$ cat config.mk
export PLATFORM = sky130hd
export DESIGN_NAME = mio_bus_arbiter
export DESIGN_NICKNAME = d
export VERILOG_FILES = /design/src/rtl/mio_pkg.sv /design/src/rtl/mio_starve_cnt.sv /design/src/rtl/mio_bus_arbiter.sv
export SDC_FILE = /design/constraint.sdc
export NUM_CORES = 1
export LEC_CHECK = 0
export BUFFER_PORTS_ARGS = -buffer_cell sky130_fd_sc_hd__buf_2
export CAP_MARGIN = 20
export CORE_MARGIN = 5
export CORE_UTILIZATION = 48
export CTS_BUF_LIST = sky130_fd_sc_hd__clkbuf_2
export DETAILED_ROUTE_END_ITERATION = 8
export PLACE_DENSITY = 0.82
export SYNTH_ARGS = -nofsm -noshare
export SYNTH_HDL_FRONTEND = slang
export SYNTH_HIERARCHICAL = 1
export SYNTH_SLANG_ARGS = --single-unit
$ cat constraint.sdc
create_clock -name clk -period 1.75 [get_ports clk]
set_input_delay 0.35 -clock clk [delete_from_list [all_inputs] [get_ports clk]]
set_output_delay 0.35 -clock clk [all_outputs]
set_load 0.005 [all_outputs]
$ cat src/rtl/mio_pkg.sv
// Shared encodings for the memory/IO port arbiter: FSM state values and owner codes.
package mio_pkg;

   localparam logic [1:0] IDLE   = 2'd0;
   localparam logic [1:0] ACCESS = 2'd1;
   localparam logic [1:0] DONE   = 2'd2;

   typedef enum logic [1:0] {
      StIdle   = IDLE,
      StAccess = ACCESS,
      StDone   = DONE
   } mio_state_e;

   localparam logic OWN_CPU = 1'b0;
   localparam logic OWN_DEV = 1'b1;

endpackage

$ cat src/rtl/mio_starve_cnt.sv
// Counts contested arbitrations lost by the device and forces a device win once the
// count reaches STARVE_MAX. Used by mio_bus_arbiter only when MIO_ARB_STARVE_EN is defined.
module mio_starve_cnt #(
   parameter int unsigned STARVE_MAX = 4
) (
   input  logic clk,
   input  logic reset,
   input  logic contest,
   input  logic dev_granted,
   output logic force_dev
);

   logic [3:0] cnt_q, cnt_d;

   // A contested arbitration that the device does not win is a loss.
   always_comb begin
      cnt_d = cnt_q;
      if (dev_granted) begin
         cnt_d = '0;
      end else if (contest) begin
         cnt_d = cnt_q + 4'd1;
      end
   end

   always_ff @(posedge clk) begin
      if (reset) begin
         cnt_q <= '0;
      end else begin
         cnt_q <= cnt_d;
      end
   end

   assign force_dev = (cnt_q == 4'(STARVE_MAX));

endmodule

$ cat src/rtl/mio_bus_arbiter.sv
// Shares one memory/IO port between the CPU controller and a device master.
// Define MIO_ARB_STARVE_EN to add device starvation protection; otherwise strict CPU priority.
module mio_bus_arbiter
   import mio_pkg::*;
#(
   parameter int unsigned ADDR_W     = 32,
   parameter int unsigned DATA_W     = 32,
   parameter int unsigned MEM_LAT    = 2,
   parameter int unsigned STARVE_MAX = 4
) (
   input  logic              clk,
   input  logic              reset,
   input  logic              cpu_req,
   input  logic              cpu_we,
   input  logic [ADDR_W-1:0] cpu_addr,
   input  logic [DATA_W-1:0] cpu_wdata,
   output logic [DATA_W-1:0] cpu_rdata,
   output logic              cpu_ready,
   input  logic              dev_req,
   input  logic              dev_we,
   input  logic [ADDR_W-1:0] dev_addr,
   input  logic [DATA_W-1:0] dev_wdata,
   output logic [DATA_W-1:0] dev_rdata,
   output logic              dev_ready,
   output logic              mem_en,
   output logic              mem_we,
   output logic [ADDR_W-1:0] mem_addr,
   output logic [DATA_W-1:0] mem_wdata,
   input  logic [DATA_W-1:0] mem_rdata,
   output logic              owner
);

   localparam int unsigned CNT_W = (MEM_LAT > 1) ? $clog2(MEM_LAT) : 1;
   localparam logic [CNT_W-1:0] LAT_LOAD = CNT_W'(MEM_LAT - 1);

   mio_state_e        state_q, state_d;
   logic [CNT_W-1:0]  lat_q, lat_d;
   logic              we_q, we_d;
   logic [ADDR_W-1:0] addr_q, addr_d;
   logic [DATA_W-1:0] wdata_q, wdata_d;
   logic              owner_q, owner_d;
   logic [DATA_W-1:0] cpu_rdata_q, cpu_rdata_d;
   logic [DATA_W-1:0] dev_rdata_q, dev_rdata_d;

   logic any_req;
   logic grant_dev;
   logic force_dev;

   assign any_req = cpu_req | dev_req;

`ifdef MIO_ARB_STARVE_EN
   logic contest;
   logic dev_granted;

   assign contest     = (state_q == StIdle) & cpu_req & dev_req;
   assign dev_granted = (state_q == StIdle) & grant_dev;

   mio_starve_cnt #(
      .STARVE_MAX(STARVE_MAX)
   ) u_starve_cnt (
      .clk        (clk),
      .reset      (reset),
      .contest    (contest),
      .dev_granted(dev_granted),
      .force_dev  (force_dev)
   );
`else
   assign force_dev = 1'b0;
`endif

   assign grant_dev = dev_req & (~cpu_req | force_dev);

   always_comb begin
      state_d     = state_q;
      lat_d       = lat_q;
      we_d        = we_q;
      addr_d      = addr_q;
      wdata_d     = wdata_q;
      owner_d     = owner_q;
      cpu_rdata_d = cpu_rdata_q;
      dev_rdata_d = dev_rdata_q;
      unique case (state_q)
         StIdle: begin
            if (any_req) begin
               owner_d = grant_dev ? OWN_DEV : OWN_CPU;
               we_d    = grant_dev ? dev_we : cpu_we;
               addr_d  = grant_dev ? dev_addr : cpu_addr;
               wdata_d = grant_dev ? dev_wdata : cpu_wdata;
               lat_d   = LAT_LOAD;
               state_d = StAccess;
            end
         end
         StAccess: begin
            lat_d = lat_q - CNT_W'(1);
            // Memory data is only valid in the final access cycle.
            if (lat_q == '0) begin
               if (!we_q) begin
                  if (owner_q == OWN_DEV) begin
                     dev_rdata_d = mem_rdata;
                  end else begin
                     cpu_rdata_d = mem_rdata;
                  end
               end
               state_d = StDone;
            end
         end
         StDone: begin
            state_d = StIdle;
         end
         default: begin
            state_d = StIdle;
         end
      endcase
   end

   always_ff @(posedge clk) begin
      if (reset) begin
         state_q     <= StIdle;
         lat_q       <= '0;
         we_q        <= 1'b0;
         addr_q      <= '0;
         wdata_q     <= '0;
         owner_q     <= OWN_CPU;
         cpu_rdata_q <= '0;
         dev_rdata_q <= '0;
      end else begin
         state_q     <= state_d;
         lat_q       <= lat_d;
         we_q        <= we_d;
         addr_q      <= addr_d;
         wdata_q     <= wdata_d;
         owner_q     <= owner_d;
         cpu_rdata_q <= cpu_rdata_d;
         dev_rdata_q <= dev_rdata_d;
      end
   end

   // All outputs come from registers or the state decode, never from the request inputs.
   assign mem_en    = (state_q == StAccess);
   assign mem_we    = mem_en & we_q;
   assign mem_addr  = addr_q;
   assign mem_wdata = wdata_q;
   assign owner     = owner_q;
   assign cpu_ready = (state_q == StDone) & (owner_q == OWN_CPU);
   assign dev_ready = (state_q == StDone) & (owner_q == OWN_DEV);
   assign cpu_rdata = cpu_rdata_q;
   assign dev_rdata = dev_rdata_q;

endmodule
==> flow_metrics.tcl, run 1 <==
set metrics [dict create \
    fin_area_sq_mm 0.009834 \
    area_growth_pct 61.10 \
    synth_flop_cell "dfxtp_1" \
    hold_start "cpu_req" \
    die_x_microns 122.8 \
    ff2ff_path_depth 7 \
    die-area_sq_mm 0.01507 \
    grt_pass1_vias 7181 \
    outcome "complete, but fails checks" \
    worst_slew_pin_slew_ps 436.3 \
    synth_largest_area_cell "dfxtp_1" \
    postRouteWirelength_mm 25.17 \
    io_buffers 298 \
    first_iter_violations 618 \
    clock-sinks 133 \
    clockBufferDepth 2 \
    required_ps 1400 \
    crit_start "state_q[1]" \
    fin_skew_ps 53.81 \
    clk_latency_ps 690 \
    yosys-top-cells-count "dfxtp_1, nand2_1, nand2b_1" \
    ys_ff_latch 133 \
    hold-worst-slack_ps 204.4 \
    synth_edf_count 0 \
    rsz0062_at_grt "yes" \
    yosys.area_share.xor_xnor_pct 0 \
    dp_slack_ps 141.2 \
    num_rows 41 \
    cp_max_fo 3 \
    dpl_cell_area_sq_mm 0.007781 \
    synth.yosys.seq_area_share_pct 43.62 \
    fmax_ghz 0.5480 \
    yosys.area_share.simple_pct 19.82 \
    avgSynthCellArea_sq_um 9.598 \
    synth_adder_area_share_pct 0 \
    cp-end-kind "primary output" \
    start_util_pct 48.57 \
    synth_top_family_by_area "compound AO/OA/AOI/OAI gates" \
    cts_htree_levels 4 \
    drt-pass1-iter-count 5 \
    worst-setup-path-type "reg -> out" \
    cellPowerDensity_mw_per_mm2 757.2 \
    synth_top_area_share_pct 43.62 \
    track_usage_pct 32.70 \
    fin_crit_ps 1825 \
    peakVddDrop_mv 0.4882 \
    cts_root_buf "clkbuf_2" \
    async_flop_share_pct 0 \
    rrSetupSlack_ps 100 \
    dr_wl_met3_mm 2.920 \
    period_share_pct 104.3 \
    worst_slack_ps -74.94 \
    vias_per_cell 5.580 \
    violations "negative setup slack" \
    synth_nets 802 \
    drcViolationCount 0 \
    reg2reg_from "state_q[1]" \
    syn_inst 636 \
    min_path_type "in -> reg" \
    hold_viol 0 \
    r2r_end "mem_addr[2]" \
    place_congestion 0.8407 \
    synth_compound_gate_area_share_pct 20.39 \
    hpwl_mm 12.85 \
    wl_met1_mm 8.989 \
    start_kind "flop" \
    cts_buffers 17 \
    crit_path_end "mem_we" \
    antenna_found_initial 2 \
    post-route-util_pct 78.25 \
    cts_tree "done" \
    grt_overflow 0 \
    drive_gt1_share_pct 38.48 \
    finalPower_w 0.007446 \
    top_layer_used "met5" \
    synth_most_common_cell "dfxtp_1" \
    setup_viol 4 \
    synth.area.top_cells "dfxtp_1, a311oi_2, mux2i_1" \
    ant_nets 0 \
    grt_pass1_wl_mm 38.36 \
    boundaryPins 299 \
    die_y_microns 122.8 \
    grt_max_degree 50 \
    max_slew_margin_pct 70.92 \
    synthMuxAreaShare_pct 10.49 \
    avgRoutedWirePerCell_microns 19.72 \
    ys_types 28 \
    drv_cap 0 \
    clk_pin_slew_worst_paths_ps 180 \
    coreArea_sq_mm 0.01257 \
    maxSlewViolCount 0 \
    power.leakage_nw 4.635 \
    wl_met2_mm 11.34 \
    nNetsFinal 1255 \
    yosys_warnings 6 \
    synth_area_sq_mm 0.006105 \
    arrival_ps 1470 \
    via_count 7120 \
]
==> worst min-delay path by stage <==
stage	end	depth (start not counted)
floorplan	cpu_rdata[26]	2
global placement	cpu_rdata[4]	2
detailed placement	cpu_rdata[29]	2
CTS	state_q[0]	4
global route	state_q[0]	4
finish	state_q[0]	4
==> worst max-delay path, cell delays in order, from the launching register on <==
cell	delay (ps)
dfxtp_4	380
nand2b_4	150
inv_4	50
and2_4	140
buf_6	100
==> stage by stage <==
step | std cells | TNS, ps
2_1_floorplan | 636 | 0
3_3_place_gp | 1067 | 0
3_5_place_dp | 1067 | 0
4_1_cts | 1269 | -673.1
5_1_grt | 1275 | -783.0
6_report | 1276 | -208.5
==> per-layer routing <==
layer	global-route usage (%)	vias to the layer above
met4	23.79	2
li1	-	3131
met2	51.35	558
met1	37.01	3264
met3	10.83	165
met5	0	-
==> cells by family (layout without fill, tap and decap cells) <==
logic type      Yosys count  after routing
buf+inv                  61            527
compound gates          135            135
mux                      64             64
flops                   133            133
other cells               0              2
simple gates            243            243
==> repair_timing <==
item                                   CTS  global route
gates resized for setup                 15             4
cloned                                   0             0
hold buffers                           165             0
pin swaps                                0             2
setup endpoints to repair                5            21
endpoints found under the hold margin  130             0
buffers inserted                         5             5
==> layout make-up <==
class	count	area, sq um
diodes	2	5.005
fillers	709	2734
repair buffers	494	3558
multi-input cells	442	3126
clock inverters	14	160.2
inverters	1	6.256
well taps	172	215.2
clock buffers	18	90.09
flip-flops and latches	133	2674
==> sequential cells by signal (all words and copies together) (netlist names) <==
| register | flops |
|---|---|
| mem_addr | 32 |
| mem_wdata | 32 |
| cpu_rdata | 32 |
| lat_q | 1 |
| owner | 1 |
| we_q | 1 |
| dev_rdata | 32 |
| state_q | 2 |
==> power by group <==
group	internal (W)	total, W	leakage (nW)	switching (W)
sequential	0.00328	0.00344	1.09	0.000158
clock	0.000793	0.00196	0.153	0.00117
combinational	0.00104	0.00205	3.39	0.00100
total	0.00512	0.00745	4.63	0.00233
==> layout by cell type (no fill, tap or decap), types with 2 or more instances in the layout <==
cell and count:
buf_2 294, dlygate4sd3_1 165, nand2_1 130, dfxtp_1 130, nand2b_1 96, a21oi_1 66, mux2i_1 64, a311oi_2 50
clkbuf_2 18, buf_4 17, a311oi_1 15, buf_12 12, buf_6 6, clkinv_2 4, nor2_1 3, clkinv_4 3
bufinv_16 3, dfxtp_4 3, diode_2 2, and2_4 2, nor3_1 2, clkinv_1 2
Note: power is estimated with default switching activity, not from simulation.
==> run 2: changes to the inputs <==
--- a/config.mk
+++ b/config.mk
@@ -7,6 +7,7 @@
 export LEC_CHECK = 0
 export BUFFER_PORTS_ARGS = -buffer_cell sky130_fd_sc_hd__buf_2
 export CAP_MARGIN = 20
+export CORE_ASPECT_RATIO = 1.2
 export CORE_MARGIN = 5
 export CORE_UTILIZATION = 48
 export CTS_BUF_LIST = sky130_fd_sc_hd__clkbuf_2
==> flow_metrics.tcl, run 2 (synthesized netlist as in run 1, its figures left out) <==
set metrics [dict create \
    clockBufferDepth 2 \
    seqCellArea_sq_mm 0.002675 \
    vias_per_cell 5.680 \
    die_x_microns 112.9 \
    cts_root_buf "clkbuf_2" \
    setup_viol 4 \
    coreArea_sq_mm 0.01256 \
    post-route-util_pct 77.63 \
    maxSlewViolCount 0 \
    cellPowerDensity_mw_per_mm2 770.3 \
    grt_pass1_vias 7517 \
    clk_latency_ps 710 \
    drv_cap 0 \
    grt_max_degree 53 \
    reg2reg_from "state_q[1]" \
    worst-setup-path-type "reg -> out" \
    peakVddDrop_mv 0.4750 \
    num_rows 45 \
    holdPathStages 3 \
    nNetsFinal 1249 \
    grt_overflow 0 \
    rrSetupSlack_ps 70 \
    r2r_end "mem_wdata[1]" \
    min_path_type "in -> reg" \
    antenna_found_initial 4 \
    cp-end-kind "primary output" \
    required_ps 1400 \
    violations "negative setup slack" \
    start_util_pct 48.62 \
    boundaryPins 299 \
    cts_buffers 17 \
    worst_hold_path.endpoint "cpu_rdata[1]" \
    period_share_pct 106.8 \
    hold-worst-slack_ps 87.26 \
    avgRoutedWirePerCell_microns 19.69 \
    layout_commonest_cell "buf_2" \
    cts_tree "done" \
    clock-sinks 133 \
    dp_slack_ps 204.1 \
    drive_gt1_share_pct 38.50 \
    hold_start "reset" \
    via_count 7179 \
    max_slew_margin_pct 70.00 \
    die_y_microns 133.5 \
    postRouteWirelength_mm 24.89 \
    ff2ff_path_depth 6 \
    io_buffers 298 \
    cp_max_fo 4 \
    hold_viol 0 \
    hpwl_mm 12.78 \
    cpMaxStageDelayCell "dfxtp_4" \
    first_iter_violations 618 \
    arrival_ps 1520 \
    fin_crit_ps 1869 \
    start_kind "flop" \
    ant_nets 0 \
    fmax_ghz 0.5349 \
    crit_chain "nand2b_4 > inv_4 > and2_4 > buf_6" \
    die-area_sq_mm 0.01508 \
    grt_pass1_wl_mm 38.74 \
    fin_skew_ps 46.97 \
    multi_input_area_sq_mm 0.003126 \
    drt-pass1-iter-count 5 \
    fin_cells 1264 \
    area_growth_pct 59.66 \
    most-common-layout-cells "buf_2, dlygate4sd3_1, nand2_1, dfxtp_1, nand2b_1" \
    worst_slew_pin_slew_ps 450.0 \
    nFillCells 725 \
    place_inst 1056 \
    power.leakage_nw 4.589 \
    finalPower_w 0.007508 \
    cts_htree_levels 4 \
    rsz0062_at_grt "yes" \
    critPathMaxStageDelay_ps 400 \
    place_congestion 0.8310 \
    track_usage_pct 32.07 \
    worst_slack_ps -119.3 \
    clk_pin_slew_worst_paths_ps 220 \
    drcViolationCount 0 \
    outcome "complete, but fails checks" \
]
run 2: final cells by class:
type                    instances  area share [%]
repair buffers                488           35.49
clock buffers                  18          0.9243
inverters                       1         0.06418
multi-input cells             442           32.07
flip-flops and latches        133           27.45
well taps                     164           2.105
diodes                          4          0.1027
clock inverters                14           1.797
run 2: where the power goes:
group          switching (W)  internal (W)
sequential          0.000161       0.00328
clock                0.00124      0.000819
combinational       0.000995       0.00101
total                0.00240       0.00511
run 2: how the worst max path moves through the flow:
stage          startpoint       endpoint  depth (start not counted)
2_1_floorplan     cpu_req   mem_wdata[8]                          6
3_5_place_dp      cpu_req    mem_addr[1]                          5
4_1_cts        state_q[1]         mem_we                          4
6_report       state_q[1]         mem_we                          4
3_3_place_gp      cpu_req  mem_wdata[29]                          5
5_1_grt        state_q[1]         mem_we                          4
run 2: routing by layer:
| metal | track usage [%] | routed length (microns) | vias up |
|---|---|---|---|
| li1 | - | - | 3114 |
| met1 | 35.33 | 8669 | 3258 |
| met2 | 52.11 | 11520 | 616 |
| met3 | 9.269 | 2686 | 191 |
| met4 | 23.65 | 2015 | 0 |
| met5 | 0 | 0 | - |
run 2: metrics by stage:
stage / area [sq um] / setup TNS [ps]
2_1_floorplan: 6105 / 0
3_3_place_gp: 7724 / 0
3_5_place_dp: 7724 / 0
4_1_cts: 9716 / -562.0
5_1_grt: 9747 / -773.8
6_report: 9747 / -334.0
run 2: timing repair:
action                                  CTS  global route
buffers inserted                          6             2
endpoints found under the setup margin    5            11
hold buffers                            164             0
resized for setup                        14             2
endpoints found under the hold margin   130             0
run 2: critical path, delay by kind of cell (launching register included):
family,cells,cell delay (ps)
buffers and inverters,2,150
DFF,1,400
and+or+nand+nor,2,270
